<file path="config.mk">
export PLATFORM = sky130hd
export DESIGN_NAME = wishbone_master_burst
export DESIGN_NICKNAME = d
export VERILOG_FILES = /design/src/rtl/wishbone_master_burst.sv
export SDC_FILE = /design/constraint.sdc
export NUM_CORES = 1
export LEC_CHECK = 0
export BUFFER_PORTS_ARGS = -buffer_cell sky130_fd_sc_hd__buf_4
export CORE_MARGIN = 1.5
export CORE_UTILIZATION = 33
export CTS_CLUSTER_DIAMETER = 80
export CTS_CLUSTER_SIZE = 20
export DETAILED_ROUTE_END_ITERATION = 8
export GPL_TIMING_DRIVEN = 0
export SLEW_MARGIN = 20
export SYNTH_ARGS = -nofsm -noshare
export SYNTH_HDL_FRONTEND = slang
export SYNTH_SLANG_ARGS = --single-unit
</file>
<file path="constraint.sdc">
create_clock -name clk -period 2.7 [get_ports clk]
set_input_delay 0.27 -clock clk [delete_from_list [all_inputs] [get_ports clk]]
set_output_delay 0.27 -clock clk [all_outputs]
set_load 0.05 [all_outputs]
</file>
<file path="src/rtl/wishbone_master_burst.sv">
// wishbone_master_burst: turns a command plus write-data stream into Wishbone B4 bursts of 1-16 words,
// reporting read beats and a completion status (ok, bus error, timeout).
module wishbone_master_burst #(
  parameter int TIMEOUT_CYCLES = 255,
  parameter int ADDR_WIDTH = 30
) (
  input  logic                  clk,
  input  logic                  reset,
  input  logic                  req_valid,
  output logic                  req_ready,
  input  logic                  req_we,
  input  logic [ADDR_WIDTH-1:0] req_addr,
  input  logic [3:0]            req_len,
  input  logic [3:0]            req_sel,
  input  logic [31:0]           wdata,
  input  logic                  wdata_valid,
  output logic                  wdata_ready,
  output logic [31:0]           rdata,
  output logic                  rdata_valid,
  output logic                  done,
  output logic [1:0]            status,
  output logic [4:0]            beats_done,
  output logic                  cyc,
  output logic                  stb,
  output logic                  we,
  output logic [ADDR_WIDTH-1:0] adr,
  output logic [31:0]           dat_w,
  output logic [3:0]            sel,
  output logic [2:0]            cti,
  output logic [1:0]            bte,
  input  logic [31:0]           dat_r,
  input  logic                  ack,
  input  logic                  err
);
  typedef enum logic [1:0] {IDLE, FETCH, BUS, DONE} state_t;
  state_t state, state_n;
  logic [3:0] len_q;
  logic [4:0] beat;
  logic [15:0] tmo;
  logic [1:0] status_n;
  logic last, tmo_hit, beat_ok;
  assign last = beat[3:0] == len_q;
  assign tmo_hit = tmo == 16'(TIMEOUT_CYCLES - 1);
  assign beat_ok = state == BUS && ack && !err;
  assign req_ready = state == IDLE;
  assign wdata_ready = state == FETCH;
  assign cyc = state == FETCH || state == BUS;
  assign stb = state == BUS;
  assign done = state == DONE;
  assign beats_done = beat;
  assign bte = 2'b00;
  assign cti = !stb || len_q == 4'd0 ? 3'b000 : last ? 3'b111 : 3'b010;
  always_comb begin
    state_n = state;
    status_n = 2'b00;
    case (state)
      IDLE:  if (req_valid) state_n = req_we ? FETCH : BUS;
      FETCH: if (wdata_valid) state_n = BUS;
      BUS:
        if (err) begin
          state_n = DONE;
          status_n = 2'b01;
        end else if (ack) state_n = last ? DONE : we ? FETCH : BUS;
        else if (tmo_hit) begin
          state_n = DONE;
          status_n = 2'b10;
        end
      default: state_n = IDLE;
    endcase
  end
  always_ff @(posedge clk) begin
    if (reset) begin
      state <= IDLE;
      len_q <= '0;
      beat <= '0;
      tmo <= '0;
      we <= 1'b0;
      sel <= '0;
      adr <= '0;
      dat_w <= '0;
      rdata <= '0;
      rdata_valid <= 1'b0;
      status <= '0;
    end else begin
      state <= state_n;
      rdata_valid <= 1'b0;
      // wait time only accrues while the strobe is out; FETCH underrun is a legal stall
      tmo <= state == BUS && !ack && !err ? tmo + 16'd1 : 16'd0;
      if (state == IDLE && req_valid) begin
        adr <= req_addr;
        len_q <= req_len;
        we <= req_we;
        sel <= req_sel;
        beat <= '0;
      end
      if (state == FETCH && wdata_valid) dat_w <= wdata;
      if (beat_ok) begin
        beat <= beat + 5'd1;
        if (!last) adr <= adr + ADDR_WIDTH'(1);
        if (!we) begin
          rdata <= dat_r;
          rdata_valid <= 1'b1;
        end
      end
      if (state == BUS && state_n == DONE) status <= status_n;
    end
  end
endmodule

</file>
### After elaboration in Yosys (flattened, before gate mapping)

Cells that the tools add are included.

* flip-flop bits (word level): 129
* input bits: 109
* output and inout bits: 117
* word-level logic and storage cells: 62

* add/sub/neg operators: 3
* eq/ne operators: 6
* mux-type cells: 21
* bitwise operators: 3
* reduce and logical (&&, ||, !) cells: 18

Operators by type and width (count)
* $mux 30: 3
* $add 30x1->30 const B: 1
* $mux 2: 12
* $add 16x1->16 const B: 1
* $eq 16x8->1 const B: 1
* $mux 5: 2
* $logic_and 1x1->1: 7
* $eq 2x2->1 const B: 3
* $mux 3: 2
* $pmux 2 s3: 1
* $add 5x1->5 const B: 1
* $eq 4x4->1: 1
* $logic_not 4->1: 1
* $reduce_or 2->1: 2
* $logic_not 1->1: 3
* $not 1->1: 3
* $eq 2x1->1 const B: 1
* $logic_not 2->1: 1
* $logic_or 1x1->1: 2
* $reduce_and 2->1: 1
* $reduce_bool 2->1: 1
* $mux 1: 1

### Depth between registers and ports, before layout

Gate-level depths: netlist (run 1).

* word-level depth: 7
* gate-level depth with buffers: 9
* depth with buffers taken out: 7

### Worst setup path before layout (run 1)

OpenSTA, ideal clock, no wires.

* path type: reg2out
* start: reg beat[0] (netlist: beats_done[0])
* end: out cti[2]
* arrival: 2.676 ns
* required time: 2.430 ns
* setup slack: -0.246 ns
* cell stages (with the launch flop): 5
* path buffers: 1
* cell sequence: dfxtp_1 -> xnor2_1 -> nand4_1 -> nor3_1 -> buf_4

* longest elaborated chain between the ends: 3

RTL lines
* from (decl): line 38 `logic [4:0] beat;`
* from (signal assigned): line 98 `beat <= beat + 5'd1;`
* $eq 4x4->1: line 42 `assign last = beat[3:0] == len_q;`
* $mux 3 (2 in series): line 52 `assign cti = !stb || len_q == 4'd0 ? 3'b000 : last ? 3'b111 : 3'b010;`
* to (decl): line 29 `output logic [2:0] cti,`

Every way passes these cells.

### Final worst setup path (run 1)

Ends and elaborated chain as after synthesis.

==> out/qor_table.md, run 1 <==
| Step | Item | Reported |
|:---|:---|:---|
| status | Outcome | completed |
| floorplan | Vertical extent of the die | 133 um |
| floorplan | Placeable Area | 16600 um2 |
| setup path | Family with the most delay on the worst path | simple AND/OR/NAND/NOR gates |
| global route | Met3 routing resource usage after global routing | 5.94% |
| routing | Routed via count divided by cell count | 4.85 |
| sta | Share of the cycle needed by the critical path after routing | 87.5% |
| global route | Via count of the first global-routing pass | 5250 |
| logic synthesis | Yosys cell types | 65 |
| clocking | Post_cts resized | 0 |
| clocking | Number of sinks driven by the clock tree | 129 |
| setup path | Cells traversed along the worst timing path | xnor2_1 > nand4_1 > nor3_2 > buf_4 > buf_4 |
| power and ir drop | Power per unit of standard cell area | 744 nW/um2 |
| placed design | HPWL Detailed | 12.7 mm |
| layout | Count of antenna diodes in the layout | 0 |
| setup path | Worst Path Buf+Inv | 2 |
| logic synthesis | Area share of the largest cell type after synthesis | 46.2% |
| min path | Path class of the lowest-slack min-delay path | primary input to flip-flop |
| logic synthesis | Yosys synthesis warning count | 0 |
| logic synthesis | Sequential area share after synthesis | 46.2% |
| placed design | Count of placed standard cells including taps | 1137 |
| clocking | Total CTS buffers | 17 |
| floorplan | Starting density of the core | 33.7% |
| global route | Antenna violations before repair | 0 |
| global route | Global-route wire length before repair | 26.9 mm |
| min path | Worst Min Path Start | dat_r[26] |
| global route | Total grt overflow | 0 |
| power and ir drop | Internal power component | 4.20 mW |
| logic synthesis | Top cells by count, synth | 177 x sky130_fd_sc_hd__nand2_1, 129 x sky130_fd_sc_hd__dfxtp_1, 98 x sky130_fd_sc_hd__a21oi_1 |
| global route | Met1 track demand over resource | 24.4% |
| sta | Setup-violating endpoint count in the final report | 0 |
| global route | Pin count of the biggest net entering global routing | 17 |
| routing | WL per Instance | 14.8 um |
| clocking | Clock slew seen by the registers of the worst setup and hold paths | 0.06 ns |
| placed design | Final weighted congestion in routability-driven placement | 0.827 |
| logic synthesis | Cell with the most instances after synthesis | sky130_fd_sc_hd__nand2_1 |
| logic synthesis | Synthesized netlist cell count | 694 |
| logic synthesis | Ys flop type | sky130_fd_sc_hd__dfxtp_1 |
| sta | Unrepaired setup endpoints after global routing | false |
| layout | Layout Nets | 1053 |
| power and ir drop | Combinational share of power | 22.2% |
| sta | Period minus WS final | 2.36 ns |
| logic synthesis | Dominant cells by area after synthesis | sky130_fd_sc_hd__dfxtp_1 46%, sky130_fd_sc_hd__nand2_1 12%, sky130_fd_sc_hd__a21oi_1 8.8% |
| setup path | Worst EP required | 2.43 ns |
| layout | Filler instances | 1687 |
| floorplan | Die area | 17700 um2 |
| layout | Layout overhead on the synthesized area | 46.7% |
| setup path | Slowest library cell on the worst path | sky130_fd_sc_hd__xnor2_1 |
| clocking | Hold buffer count at cts | 0 |
| logic synthesis | Number of synthesized flops with an enable pin | 0 |
| logic synthesis | Average cell area after synthesis | 8.06 um2 |
| setup path | Data arrival at the endpoint of the critical path | 2.09 ns |
| global route | Met2 track demand over resource in global routing | 31.1% |
| logic synthesis | Area of the mapped netlist | 5590 um2 |
| sta | Hold violation total from the final report | 0 |
| clocking | Root Buffer | sky130_fd_sc_hd__clkbuf_16 |
| setup path | CP Launch Type | flip-flop |
| min path | Hold Path Depth | 3 |
| clocking | TritonCTS clock tree | built |
| sta | Max Clock Skew | 0.00759 ns |
| sta | Accumulated negative setup slack | 0 ns |
| power and ir drop | Power share of the clock group | 42.6% |
| clocking | Number of buffers inserted by post-CTS setup repair | 0 |
| sta | Peak clock frequency supported by timing | 423 MHz |
| floorplan | Number of I/O pins | 226 |
| logic synthesis | Post-synth top area cell | sky130_fd_sc_hd__dfxtp_1 |
| flow run | Max Cap Viol | 0 |
| setup path | Most repeated library cell on the critical path | sky130_fd_sc_hd__buf_4 |
| floorplan | Die width | 133 um |
| clocking | Clock buffer depth | 2 |
| setup path | Type of the worst setup path | flip-flop to primary output |
| clocking | Clk Latency, worst-skew pair | 0.42 ns |
| power and ir drop | Net switching power of the design | 1.91 mW |
| placed design | Count of buffers from port buffering | 222 |
| routing | Total wirelength of the detailed-routed design | 17.3 mm |
| floorplan | Total number of placement rows | 47 |
| routing | Initial drt markers | 307 |
| setup path | Register-to-Register Path Depth | 8 |
| setup path | Register-to-register path setup slack | 0.36 ns |
| clocking | Total number of H-tree levels | 4 |
| layout | Fraction of final layout cells with drive strength greater than 1 | 29.5% |
| logic synthesis | Share of async-settable or async-resettable flops after synthesis | 0% |
| power and ir drop | Leakage component of the power | 3.31 nW |
| sta | Pins over their slew limit | 0 |
| sta | Max-Slew Margin vs Limit | 53.5% |
| global route | Grt peak-use layer | met2 |
| routing | Post-route DRC | 0 |
| power and ir drop | Sequential power share | 35.2% |
| layout | Final instance count without filler cells | 1168 |
| setup path | Startpoint of the worst-slack reg-to-reg timing path | state[0] |
| min path | Worst hold path endpoint | rdata[26] |
| setup path | Endpoint class of the critical path | primary output |
| power and ir drop | Largest voltage drop on the vdd net | 0.450 mV |
| sta | Actual slew at the worst max-slew pin | 0.698 ns |
| routing | Antenna viol nets, final | 0 |
| setup path | Maximum cell stage delay along the critical path | 0.44 ns |
| routing | Routed vias | 5665 |
| power and ir drop | Net switching fraction of the power | 31.2% |
| global route | Overall Global Routing Usage | 19.4% |
| setup path | Reg2Reg Capture Point | adr[26] |
| setup path | Maximum net fanout on the critical path | 6 |
| routing | Pre-Repair DR Iteration Count | 4 |
| logic synthesis | Yosys reg bits | 129 |
-- final cells by class --
cell class,count,area [um2],area share [%]
well taps,220,275,3.35
clock inverters,14,239,2.91
clock buffers,17,425,5.18
multi-input cells,519,2820,34.3
repair buffers,222,1670,20.3
inverters,5,18.8,0.229
plain buffers,42,184,2.24
flip-flops and latches,129,2580,31.5
-- cells in the final DEF, fill, tap and decap left out, types with 9 or more instances in the layout --
master and count:
sky130_fd_sc_hd__a21oi_1 98, sky130_fd_sc_hd__nor2_1 48, sky130_fd_sc_hd__xnor2_1 9, sky130_fd_sc_hd__clkbuf_16 17
sky130_fd_sc_hd__a31oi_1 10, sky130_fd_sc_hd__nand2_1 177, sky130_fd_sc_hd__clkbuf_1 32, sky130_fd_sc_hd__and3_1 10
sky130_fd_sc_hd__buf_4 228, sky130_fd_sc_hd__a211oi_1 9, sky130_fd_sc_hd__and2_1 9, sky130_fd_sc_hd__nand3_1 15
sky130_fd_sc_hd__dfxtp_1 129, sky130_fd_sc_hd__nor3_1 14
-- worst register-to-register path: cells and delay by family, from the launching register on --
kind | cells | cell delay [ns]
AOI/OAI and AO/OA | 2 | 0.54
adders and majority gates | 1 | 0.27
buffers and inverters | 2 | 0.35
DFF | 1 | 0.35
and+or+nand+nor | 3 | 0.75
-- layer usage --
| layer | part of all wire, % | vias to the layer above |
|---|---|---|
| li1 | - | 2902 |
| met2 | 46 | 180 |
| met3 | 7.5 | 19 |
| met1 | 44 | 2564 |
| met5 | 0 | - |
| met4 | 1.9 | 0 |
-- sequential cells by signal (all words and copies together) (netlist names), 4 cells and up --
| register | cells |
|---|---|
| len_q | 4 |
| rdata | 32 |
| sel | 4 |
| dat_w | 32 |
| beats_done | 5 |
| tmo | 16 |
| adr | 30 |
-- power groups by stage --
| stage | combinational [mW] | sequential [mW] | clock [mW] |
|---|---|---|---|
| 5_1_grt | 1.45 | 2.17 | 2.74 |
| 4_1_cts | 1.37 | 2.15 | 2.66 |
| 6_report | 1.36 | 2.15 | 2.60 |
| 2_1_floorplan | 0.511 | 2.55 | 0 |
| 3_5_place_dp | 1.36 | 2.19 | 0 |
| 3_3_place_gp | 1.36 | 2.19 | 0 |
-- metrics by stage --
step	utilization [%]	power [mW]	hold slack [ns]	setup slack, ns	area (um2)
floorplan	-	3.06	0.406	0.233	5600
global placement	45.5	3.55	0.440	0.411	7540
detailed placement	45.5	3.56	0.447	0.410	7540
CTS	49.5	6.18	0.0692	0.342	8210
global route	49.5	6.37	0.0770	0.137	8210
finish	49.5	6.11	0.0896	0.338	8210
-- cell families (layout without fill, tap and decap cells) --
group | after synthesis | in the layout | share of synthesized area [%]
AO/OA/AOI/OAI | 163 | 163 | 17.8
XOR/XNOR | 17 | 17 | 2.66
adder cells (fa/ha/maj) | 8 | 8 | 1.79
buffers and inverters | 47 | 300 | 3.62
flip-flops | 129 | 129 | 46.2
multiplexers | 2 | 2 | 0.380
other | 1 | 2 | 0.0670
AND/OR/NAND/NOR | 327 | 327 | 27.5
-- worst max-delay path by stage --
stage,endpoint,slack [ns],from,cells past startpoint
6_report,cti[2],0.34,beats_done[0],5
5_1_grt,adr[26],0.14,state[0],8
4_1_cts,cti[2],0.34,beats_done[0],5
3_5_place_dp,adr[26],0.41,state[0],8
3_3_place_gp,adr[26],0.41,state[0],8
2_1_floorplan,cti[2],0.23,beats_done[0],4
(Power assumes the default switching activity.)
==> run 2: changes to the inputs <==
MAX_ROUTING_LAYER = met4   (was unset)
==> out/qor_table.md, run 2 (synthesis gave the netlist of run 1 again) <==
| Step | Item | Reported | vs previous |
|:---|:---|:---|:---|
| sta | Share of the cycle needed by the critical path after routing | 87.8% | was 87.5% |
| global route | Total grt overflow | 0 | unchanged |
| setup path | Worst EP required | 2.43 ns | about the same |
| clocking | Total number of H-tree levels | 4 | unchanged |
| power and ir drop | Largest voltage drop on the vdd net | 0.449 mV | was 0.450 mV |
| clocking | Clock buffer depth | 2 | unchanged |
| layout | Layout overhead on the synthesized area | 46.7% | unchanged |
| routing | Antenna viol nets, final | 0 | unchanged |
| global route | Via count of the first global-routing pass | 5261 | was 5250 |
| layout | Fraction of final layout cells with drive strength greater than 1 | 29.5% | unchanged |
| setup path | Most repeated library cell on the critical path | sky130_fd_sc_hd__buf_4 | unchanged |
| routing | Total wirelength of the detailed-routed design | 17.3 mm | about the same |
| placed design | HPWL Detailed | 12.7 mm | unchanged |
| placed design | Final weighted congestion in routability-driven placement | 0.840 | was 0.827 |
| setup path | Slowest library cell on the worst path | sky130_fd_sc_hd__xnor2_1 | unchanged |
| sta | Actual slew at the worst max-slew pin | 0.697 ns | was 0.698 ns |
| sta | Max-Slew Margin vs Limit | 53.5% | about the same |
| setup path | Endpoint class of the critical path | primary output | unchanged |
| power and ir drop | Sequential power share | 35.3% | was 35.2% |
| routing | WL per Instance | 14.8 um | about the same |
| clocking | Clock slew seen by the registers of the worst setup and hold paths | 0.06 ns | about the same |
| layout | Filler instances | 1687 | unchanged |
| clocking | Post_cts resized | 0 | unchanged |
| setup path | Register-to-register path setup slack | 0.36 ns | about the same |
| sta | Worst setup slack after layout | 0.328 ns | was 0.338 ns |
| power and ir drop | Power per unit of standard cell area | 744 nW/um2 | about the same |
| floorplan | Die area | 17700 um2 | unchanged |
| routing | Initial drt markers | 297 | was 307 |
| routing | Pre-Repair DR Iteration Count | 4 | unchanged |
| power and ir drop | Net switching fraction of the power | 31.1% | was 31.2% |
| power and ir drop | Leakage component of the power | 3.31 nW | unchanged |
| placed design | Count of buffers from port buffering | 222 | unchanged |
| global route | Global-route wire length before repair | 27.0 mm | was 26.9 mm |
| clocking | Number of buffers inserted by post-CTS setup repair | 0 | unchanged |
| floorplan | Placeable Area | 16600 um2 | unchanged |
| clocking | Total CTS buffers | 17 | unchanged |
| placed design | Instance area after placement | 7540 um2 | unchanged |
| layout | Leading registers by flop count | dat_w (32), rdata (32), adr (30) | unchanged |
| sta | Unrepaired setup endpoints after global routing | false | unchanged |
| routing | Routed vias | 5659 | was 5665 |
| routing | Routed via count divided by cell count | 4.85 | about the same |
| sta | Peak clock frequency supported by timing | 422 MHz | was 423 MHz |
| setup path | Type of the worst setup path | flip-flop to primary output | unchanged |
| setup path | Cells traversed along the worst timing path | xnor2_1 > nand4_1 > nor3_2 > buf_4 > buf_4 | unchanged |
| setup path | Maximum cell stage delay along the critical path | 0.45 ns | was 0.44 ns |
| sta | Max Clock Skew | 0.00809 ns | was 0.00759 ns |
| layout | Post-route standard cell area excluding fillers | 8210 um2 | unchanged |
| clocking | Clk Latency, worst-skew pair | 0.42 ns | about the same |
| global route | Pin count of the biggest net entering global routing | 17 | unchanged |
| setup path | CP Launch Type | flip-flop | unchanged |
| global route | Antenna violations before repair | 0 | unchanged |
| min path | Path class of the lowest-slack min-delay path | primary input to flip-flop | unchanged |
| layout | Most frequent standard cell in the layout excluding fill and tap cells | sky130_fd_sc_hd__buf_4 | unchanged |
| floorplan | Die width | 133 um | unchanged |
| clocking | Root Buffer | sky130_fd_sc_hd__clkbuf_16 | unchanged |
| layout | Count of antenna diodes in the layout | 0 | unchanged |
| floorplan | Starting density of the core | 33.7% | unchanged |
| sta | Setup-violating endpoint count in the final report | 0 | unchanged |
| flow run | Max Cap Viol | 0 | unchanged |
| clocking | Hold buffer count at cts | 0 | unchanged |
| floorplan | Number of I/O pins | 226 | unchanged |
| power and ir drop | Power share of the clock group | 42.5% | was 42.6% |
| sta | Hold violation total from the final report | 0 | unchanged |
| power and ir drop | Net switching power of the design | 1.90 mW | was 1.91 mW |
| power and ir drop | Internal power component | 4.20 mW | about the same |
| status | Outcome | completed | unchanged |
| global route | Overall Global Routing Usage | 20.0% | was 19.4% |
| sta | Pins over their slew limit | 0 | unchanged |
| setup path | Data arrival at the endpoint of the critical path | 2.10 ns | was 2.09 ns |
| sta | Period minus WS final | 2.37 ns | was 2.36 ns |
| setup path | Maximum net fanout on the critical path | 6 | unchanged |
| clocking | Number of sinks driven by the clock tree | 129 | unchanged |
| clocking | TritonCTS clock tree | built | unchanged |
| floorplan | Vertical extent of the die | 133 um | unchanged |
| floorplan | Total number of placement rows | 47 | unchanged |
| layout | Layout Nets | 1053 | unchanged |
| routing | Post-route DRC | 0 | unchanged |
| power and ir drop | Combinational share of power | 22.2% | about the same |
| sta | Accumulated negative setup slack | 0 ns | unchanged |
| placed design | Place WS | 0.410 ns | unchanged |
| layout | Highest-count cells in the layout ignoring fill and taps | 228 x sky130_fd_sc_hd__buf_4, 177 x sky130_fd_sc_hd__nand2_1, 129 x sky130_fd_sc_hd__dfxtp_1, 98 x sky130_fd_sc_hd__a21oi_1, 48 x sky130_fd_sc_hd__nor2_1 | unchanged |
==> run 2: through the flow <==
stage	hold WS, ns	total power, mW	util (%)	instances
after floorplan	0.406	3.06	-	695
after global placement	0.440	3.55	45.5	1137
after detailed placement	0.447	3.56	45.5	1137
after CTS	0.0692	6.18	49.5	1168
after global routing	0.0770	6.37	49.5	1168
final	0.0917	6.10	49.5	1168
==> run 2: layout make-up <==
class	count	area [um2]	share of cell area, %
Clock buffer	17	425	5.18
Timing Repair Buffer	222	1670	20.3
Multi-Input combinational cell	519	2820	34.3
Tap cell	220	275	3.35
Buffer	42	184	2.24
Clock inverter	14	239	2.91
Sequential cell	129	2580	31.5
Inverter	5	18.8	0.229
==> run 2: power by group through the flow <==
stage	logic, mW	registers [mW]	clock network (mW)
after floorplan	0.511	2.55	0
after global placement	1.36	2.19	0
after detailed placement	1.36	2.19	0
after CTS	1.37	2.15	2.66
after global routing	1.45	2.17	2.74
final	1.36	2.15	2.60
==> run 2: layer usage <==
metal	track usage [%]	vias to the layer above	wire [um]
met5	-	-	0
met4	7.55	0	333
met3	5.21	20	1070
met2	31.1	175	8030
met1	25.0	2558	7850
li1	-	2906	-
==> run 2: path summary, 6_finish.rpt <==
kind / from / endpoint / cells past startpoint
max: beats_done[0] / cti[2] / 5
min: dat_r[26] / rdata[26] / 3
max reg2reg: state[0] / adr[26] / 8
min reg2reg: rdata[14] / rdata[14] / 2
==> run 2: worst max-delay path, delay by kind of cell (launching register included) <==
| kind | cells | cell delay, ns |
|---|---|---|
| and+or+nand+nor | 2 | 0.53 |
| xor gates and xnor gates | 1 | 0.45 |
| DFF | 1 | 0.37 |
| buffers and inverters | 2 | 0.34 |
